--- config.mk ---
export PLATFORM = sky130hd
export DESIGN_NAME = mux_sel_sequencer
export DESIGN_NICKNAME = d
export VERILOG_FILES = /design/src/rtl/mux_sel_sequencer.sv
export SDC_FILE = /design/constraint.sdc
export NUM_CORES = 1
export LEC_CHECK = 0
export BUFFER_PORTS_ARGS = -buffer_cell sky130_fd_sc_hd__buf_2
export CAP_MARGIN = 30
export CORE_MARGIN = 2
export CORE_UTILIZATION = 44
export CTS_CLUSTER_SIZE = 14
export DETAILED_ROUTE_END_ITERATION = 16
export GPL_ROUTABILITY_DRIVEN = 0
export PLACE_DENSITY = 0.76
export SYNTH_ARGS = -nofsm -noshare
export SYNTH_HDL_FRONTEND = slang
export SYNTH_SLANG_ARGS = --single-unit
--- constraint.sdc ---
create_clock -name clk -period 1.8 [get_ports clk]
set_input_delay 0.54 -clock clk [delete_from_list [all_inputs] [get_ports clk]]
set_output_delay 0.54 -clock clk [all_outputs]
set_load 0.01 [all_outputs]
--- src/rtl/mux_sel_sequencer.sv ---
// Feeds an 8:1 select mux: holds one accepted byte on d and walks s through
// all eight codes, one per step, so the mux output Y streams the byte out.
module mux_sel_sequencer #(
  parameter bit MSB_FIRST = 1'b0
) (
  input  logic       clk,
  input  logic       rst_n,
  input  logic       in_valid,
  output logic       in_ready,
  input  logic [7:0] in_data,
  input  logic       step,
  output logic [7:0] d,
  output logic [2:0] s,
  output logic       bit_valid,
  output logic       first,
  output logic       last
);

  localparam logic [2:0] START = MSB_FIRST ? 3'd7 : 3'd0;
  localparam logic [2:0] END   = MSB_FIRST ? 3'd0 : 3'd7;

  typedef enum logic {IDLE, SHIFT} state_t;

  state_t     state_q, state_d;
  logic [7:0] data_q, data_d;
  logic [2:0] sel_q, sel_d;
  logic       at_end, accept;

  assign at_end   = (sel_q == END);
  // The final step of a word doubles as the load slot for the next one.
  assign in_ready = rst_n & ((state_q == IDLE) | ((state_q == SHIFT) & at_end & step));
  assign accept   = in_valid & in_ready;

  always_comb begin
    state_d = state_q;
    data_d  = data_q;
    sel_d   = sel_q;
    case (state_q)
      IDLE: begin
        if (accept) begin
          data_d  = in_data;
          sel_d   = START;
          state_d = SHIFT;
        end
      end
      SHIFT: begin
        if (step) begin
          if (!at_end) begin
            sel_d = MSB_FIRST ? (sel_q - 3'd1) : (sel_q + 3'd1);
          end else if (accept) begin
            data_d = in_data;
            sel_d  = START;
          end else begin
            state_d = IDLE;
          end
        end
      end
      default: state_d = IDLE;
    endcase
  end

  always_ff @(posedge clk or negedge rst_n) begin
    if (!rst_n) begin
      state_q <= IDLE;
      data_q  <= 8'h00;
      sel_q   <= START;
    end else begin
      state_q <= state_d;
      data_q  <= data_d;
      sel_q   <= sel_d;
    end
  end

  assign d         = data_q;
  assign s         = sel_q;
  assign bit_valid = (state_q == SHIFT);
  assign first     = bit_valid & (sel_q == START);
  assign last      = bit_valid & at_end;

endmodule

# After elaboration in Yosys (flattened, before gate mapping)
# Cells that the tools add are included.
[word_totals]
register_bits = 12
input_bits = 12
output_inout_bits = 15
[op_classes]
addsub = 1
n_eq_ne = 3
muxes = 12
bitwise = 7
reduce_logical = 2
[op_table]
columns = ["cell", "n"]
rows = [
  ["2-to-1 mux 8 bit", 3],
  ["one-hot mux 8 bit (2 select lines)", 1],
  ["2-to-1 mux 3 bit", 3],
  ["one-hot mux 3 bit (2 select lines)", 1],
  ["AND 1 bit", 5],
  ["adder 3 x 1 -> 3 bit, second input constant", 1],
  ["== test 3 bit, second input constant", 1],
  ["logical NOT 3 bit", 1],
  ["2-to-1 mux 1 bit", 3],
  ["inequality test 2 x 1 -> 1 bit, second input constant", 1],
  ["inequality test 2 bit, second input constant", 1],
  ["one-hot mux 1 bit (2 select lines)", 1],
  ["AND reduction 2 bit", 1],
  ["inverter 1 bit", 1],
  ["OR 1 bit", 1],
]

# Logic depth before layout (Yosys ltp)
# Gate-level depths: netlist of the first run.
[logic_depth]
ltp_word = 10
mapped_depth = 6
ltp_nobuf = 5

# Worst setup path before layout of the first run
# No wires, ideal clock.
[synth_path]
kind = "register to output"
startpoint = "register sel_q[0] (netlist: s[0])"
endpoint = "output port in_ready"
arrival_time_ns = 1.246
t_required_ns = 1.260
path_slack_ns = 0.014
stages_incl_launch_ff = 5
cell_sequence = "dfrtp_1 > ha_1 > ha_1 > a21bo_2 > and2_2"
[synth_via]
elab_chain_cells = 5
[synth_rtl]
columns = ["item", "line", "rtl"]
rows = [
  ["start, declared", "26", "logic [2:0] sel_q, sel_d;"],
  ["start signal, assigned", "70", "sel_q <= sel_d;"],
  ["== test 3 bit", "29", "assign at_end = (sel_q == END);"],
  ["AND 1 bit (2 in a row)", "31", "assign in_ready = rst_n & ((state_q == IDLE) | ((state_q == SHIFT) & at_end & step));"],
  ["OR 1 bit", "31", ""],
  ["AND 1 bit", "31", ""],
  ["end, declared", "9", "output logic in_ready,"],
]
# Every way passes these cells.

# Final worst setup path of the first run
# Same ends and word-level chain as after synthesis.

==> impl_metrics.yaml, run 1 <==
route:
  vias_per_cell: 4.64
  ant_nets: 0
  routed_wl_um: 1190
  drt_iter0_markers: 4
  wl_per_cell_um: 11.8
  drc_errors: 0
  first_pass_iters: 2
  num_vias: 469
global_routing:
  overflow: 0
  track_usage: 0.177
  grt_max_degree: 13
  grt_pass1_wl_um: 1860
  grt_pass1_vias: 445
  antenna_found_initial: 0
clock_network:
  cts.sinks: 12
  cts_tree: "done"
  cts.clk_slew.worst_paths_ps: 70
  root_buffer: "clkbuf_4"
  cts_buffers: 3
  cts_buffer_depth: 2
  cts-htree-levels: 1
  clock_latency_ps: 260
setup_path:
  crit_type: "reg2out"
  cp-end-kind: "primary output"
  startpoint_type: "register"
  r2r-end: "d[3]$_DFFE_PN0P_"
  rr_startpoint: "s[0]$_DFFE_PN0N_"
  worst_ep_required_time_ps: 1260
  arrival_ps: 1440
  rr_worst_depth: 7
  cp_max_fo: 2
  reg2reg_slack_ps: 50
finish:
  fill_cells: 106
  synthToLayoutAreaGrowth_pct: 56.0
  multi_input_area_um2: 299
  drive_above_1_share: 0.698
  finish.instance_area_um2: 923
  diodes: 0
  regArea_um2: 300
  fin_nets: 102
  final_util: 0.719
  stdcell_count: 101
pwr:
  switching_share: 0.334
  p_int_mw: 1.04
  ir_drop_mv: 0.952
  p_leak_nw: 0.488
  pwr_density_cell_nw_per_um2: 1690
  pwr-share-comb: 0.559
  p_sw_mw: 0.523
  clockPowerShare: 0.131
  pwr-share-seq: 0.310
logic_synthesis:
  synth_top_area_share: 0.507
  netlist_instances: 44
  synth_common_cells: "12 x dfrtp_1, 7 x mux2_4"
  syn_area_per_cell_um2: 13.5
  syn_nets: 59
  synth_edf_count: 0
  synth_most_common_cell: "dfrtp_1"
  synth_area_um2: 592
  synth_ff_type: "dfrtp_1"
  synth.distinct_cells: 17
  async_reset_ff_frac: 1.00
  netlist_top_cells_area: "dfrtp_1 51%, mux2_4 18%, ha_1 6.3%, mux2i_1 3.4%, and2_2 2.5%"
  ys_ff_latch: 12
  yosys.area.top_type: "dfrtp_1"
  seq_area_frac_synth: 0.507
  yosys_warnings: 0
floorplan:
  die_w_um: 40.7
  std_cell_rows: 13
  start_util: 0.461
  io-pin-count: 27
  die-area_um2: 1650
  core_um2: 1280
  die_height_um: 40.7
sta:
  hold_viol_final: 0
  max_freq_mhz: 504
  finalCritPeriodShare: 1.10
  fin_skew_ps: 1.30
  timing.final.ws_setup_ps: -185
  rsz0062_at_grt: "yes"
  maxSlewViolCount: 0
  tightest_slew_ps: 138
  period_minus_slack_ps: 1980
  slew_headroom: 0.905
  finalSetupViolations: 2
placement:
  numPortBuffers: 26
  hpwl_um: 832
  place_inst: 88
  place_area_um2: 759
job:
  maxCapViolCount: 0
outcome:
  violations: "setup timing"
  outcome: "finished with violations"
min_path:
  hp-class: "in2async"
-- through the flow --
step                      worst slack [ps]  power (mW)  hold WS [ps]  TNS, ps
after CTS                             -189        1.53           233     -334
after global routing                  -244        1.72           229     -509
after floorplan                       13.5       0.909           244        0
after detailed placement             -72.1        1.18           486    -72.1
after global placement               -50.7        1.16           491    -50.7
final                                 -185        1.56           235     -319
-- worst max path at each step --
stage,startpoint,end,slack (ps),depth (start not counted)
finish,s[0]$_DFFE_PN0N_,in_ready,-180,5
global route,s[0]$_DFFE_PN0N_,in_ready,-240,5
CTS,s[1]$_DFFE_PN0N_,in_ready,-190,5
detailed placement,s[0]$_DFFE_PN0N_,in_ready,-70,5
global placement,s[0]$_DFFE_PN0N_,in_ready,-50,5
floorplan,s[0]$_DFFE_PN0N_,in_ready,10,4
-- critical path, stage by stage (launching register included) --
cell     delay (ps)
dfrtp_1         380
ha_2            210
ha_4            160
a21bo_2         190
and2_4          130
buf_6           110
-- logic make-up after synthesis --
logic type                 synth area share
and+or+nand+nor                       0.110
DFF                                   0.507
muxes                                 0.230
adders and majority gates            0.0634
buffers and inverters                0.0381
AOI/OAI and AO/OA                    0.0359
xor gates and xnor gates             0.0148
-- power by group through the flow --
stage                     clock (mW)  combinational (mW)  sequential [mW]
after floorplan                    0               0.355            0.554
after global placement             0               0.682            0.478
after detailed placement           0               0.704            0.480
after CTS                      0.213               0.827            0.486
after global routing           0.229               0.984            0.505
final                          0.204               0.875            0.486
-- final cells by class --
cell class              instances  area share
well taps                      15      0.0203
inverters                       3      0.0176
multi-input cells              28       0.324
repair buffers                 39       0.274
flip-flops and latches         12       0.325
clock buffers                   4      0.0393
-- state kept, by name, indices dropped and copies added, names as in the netlist --
name,count
d,8
s,3
bit_valid,1
-- routing by layer --
layer,vias up,track usage,part of all wire
met5,-,0,0
met4,0,0.0500,0.0034
met3,2,0.0326,0.048
met2,19,0.306,0.52
met1,216,0.224,0.43
li1,232,-,-
-- placed cells by master, fill, tap and decap left out --
| master | synthesis | routed |
|---|---|---|
| buf_2 | 0 | 24 |
| dfrtp_1 | 12 | 12 |
| buf_4 | 0 | 12 |
| mux2_4 | 7 | 7 |
| nand2_1 | 3 | 3 |
| nor2_1 | 3 | 3 |
| clkbuf_4 | 0 | 3 |
| and2_4 | 0 | 2 |
| inv_4 | 0 | 2 |
| mux2i_1 | 2 | 2 |
| ha_4 | 0 | 2 |
| buf_6 | 1 | 2 |
| a21bo_2 | 1 | 1 |
| nor2b_4 | 1 | 1 |
| nand3b_1 | 1 | 1 |
| xnor2_1 | 1 | 1 |
| inv_1 | 3 | 1 |
| nor2b_1 | 1 | 1 |
| o21ai_0 | 1 | 1 |
| o22ai_1 | 1 | 1 |
| mux2_2 | 1 | 1 |
| ha_2 | 0 | 1 |
| clkbuf_8 | 0 | 1 |
| buf_12 | 0 | 1 |
-- timing repair --
item,CTS,global route
endpoints found under the setup margin,3,11
pin swaps,6,2
buffers inserted,4,7
resized for setup,12,1
hold buffers,0,0
Power figures use the tool's default switching activity.
==> run 2: changes to the inputs <==
Settings changed: PLACE_DENSITY 0.76 to 0.84.
==> run 2 against run 1 <==
Net effect: the flow still finishes with violations (setup timing); flip-flop and latch count stayed put; final cell count is 6.9% lower; non-clock buffer count is 7 lower; maximum frequency is 0.15% higher; first-iteration DRC count is 100% lower; sequential share of layout area is 2.2 points higher; worst setup slack better by 3.0 ps; count of clock-buffer cells in the layout stayed put; combinational power is 7.3% lower; critical path depth stayed put; utilization is 4.6 points lower; critical path type unchanged.
==> impl_metrics.yaml, run 2 (synthesized netlist as in run 1, its figures left out) <==
sta:
  hold_viol_final: 0
  holdWs_ps: 229
  rsz0062_at_grt: "yes"
  max_freq_mhz: 505
  fin_skew_ps: 8.18
  timing.final.ws_setup_ps: -182
  tightest_slew_ps: 382
  maxSlewViolCount: 0
  finalCritPeriodShare: 1.10
  tns_ps: -308
  slew_headroom: 0.745
  finalSetupViolations: 2
  period_minus_slack_ps: 1980
clock_network:
  cts-htree-levels: 1
  cts_tree: "done"
  clock_latency_ps: 260
  cts_buffers: 3
  cts.sinks: 12
  postCtsHoldBufs: 0
  cts.clk_slew.worst_paths_ps: 70
  root_buffer: "clkbuf_4"
  cts_buffer_depth: 2
finish:
  synthToLayoutAreaGrowth_pct: 46.1
  final_common_cell: "buf_2"
  largest_reg_flops: 8
  final_util: 0.673
  diodes: 0
  fin_nets: 95
  final_cell_mix: "24 x buf_2, 12 x dfrtp_1, 7 x mux2_4"
  drive_above_1_share: 0.671
pwr:
  p_leak_nw: 0.450
  p_total_mw: 1.50
  pwr_density_cell_nw_per_um2: 1730
  ir_drop_mv: 0.858
global_routing:
  grt_max_degree: 13
  overflow: 0
  antenna_found_initial: 0
  grt_pass1_vias: 405
  grt_pass1_wl_um: 1680
  track_usage: 0.164
placement:
  place_ws_ps: -79.2
  numPortBuffers: 26
floorplan:
  die_height_um: 40.7
  start_util: 0.461
  io-pin-count: 27
  core_um2: 1280
  die-area_um2: 1650
  die_w_um: 40.7
  std_cell_rows: 13
setup_path:
  worst_ep_required_time_ps: 1260
  cp-end-kind: "primary output"
  startpoint_type: "register"
  arrival_ps: 1440
  cp_max_fo: 3
  crit_type: "reg2out"
route:
  first_pass_iters: 1
  drc_errors: 0
  drt_iter0_markers: 0
  ant_nets: 0
  routed_wl_um: 1020
  num_vias: 438
  vias_per_cell: 4.66
  wl_per_cell_um: 10.9
job:
  maxCapViolCount: 0
outcome:
  violations: "setup timing"
  outcome: "finished with violations"
min_path:
  hp-class: "in2async"
run 2: what timing repair did:
action | in CTS | in global routing
pin swaps | 6 | 1
gates resized for setup | 13 | 1
setup buffers | 3 | 1
endpoints found under the setup margin | 3 | 3
run 2: per-layer routing:
metal | up-vias | routed length [µm] | GRT usage
li1 | 217 | - | -
met1 | 200 | 454 | 0.209
met2 | 19 | 491 | 0.254
met3 | 2 | 64 | 0.0326
met4 | 0 | 12 | 0.100
met5 | - | 0 | 0
run 2: critical path: stages (launching register included):
cell	delay, ps
dfrtp_1	380
ha_2	200
ha_4	160
a21bo_4	210
and2_4	130
buf_6	110
run 2: path summary, 6_finish.rpt:
kind                                  startpoint                to  slack [ps]  cells past startpoint
worst max-delay path            s[1]$_DFFE_PN0N_          in_ready        -180                      5
worst min-delay path                       rst_n  d[3]$_DFFE_PN0P_         230                      2
worst max register to register  s[1]$_DFFE_PN0N_  d[1]$_DFFE_PN0P_         150                      5
worst min register to register  d[7]$_DFFE_PN0P_  d[7]$_DFFE_PN0P_         510                      1
max in group asynchronous                  rst_n  s[0]$_DFFE_PN0N_        1410                      2
min in group clk                      in_data[1]  d[1]$_DFFE_PN0P_         510                      2
run 2: cell type report:
| cell class | instances | area (µm²) |
|---|---|---|
| Clock buffer | 4 | 36.3 |
| Fill cell | 99 | 420 |
| Inverter | 3 | 16.3 |
| Multi-Input combinational cell | 28 | 305 |
| Sequential cell | 12 | 300 |
| Tap cell | 15 | 18.8 |
| Timing Repair Buffer | 32 | 188 |
run 2: report_power, final:
group	switching (mW)	leakage, nW	total (mW)	internal [mW]
sequential	0.0809	0.143	0.484	0.403
combinational	0.339	0.286	0.811	0.472
clock	0.0781	0.0210	0.201	0.123
total	0.498	0.450	1.50	0.998
run 2: through the flow:
step / area (µm²) / cells
6_report: 865 / 94
5_1_grt: 865 / 94
4_1_cts: 862 / 94
3_5_place_dp: 759 / 88
3_3_place_gp: 759 / 88
2_1_floorplan: 592 / 44
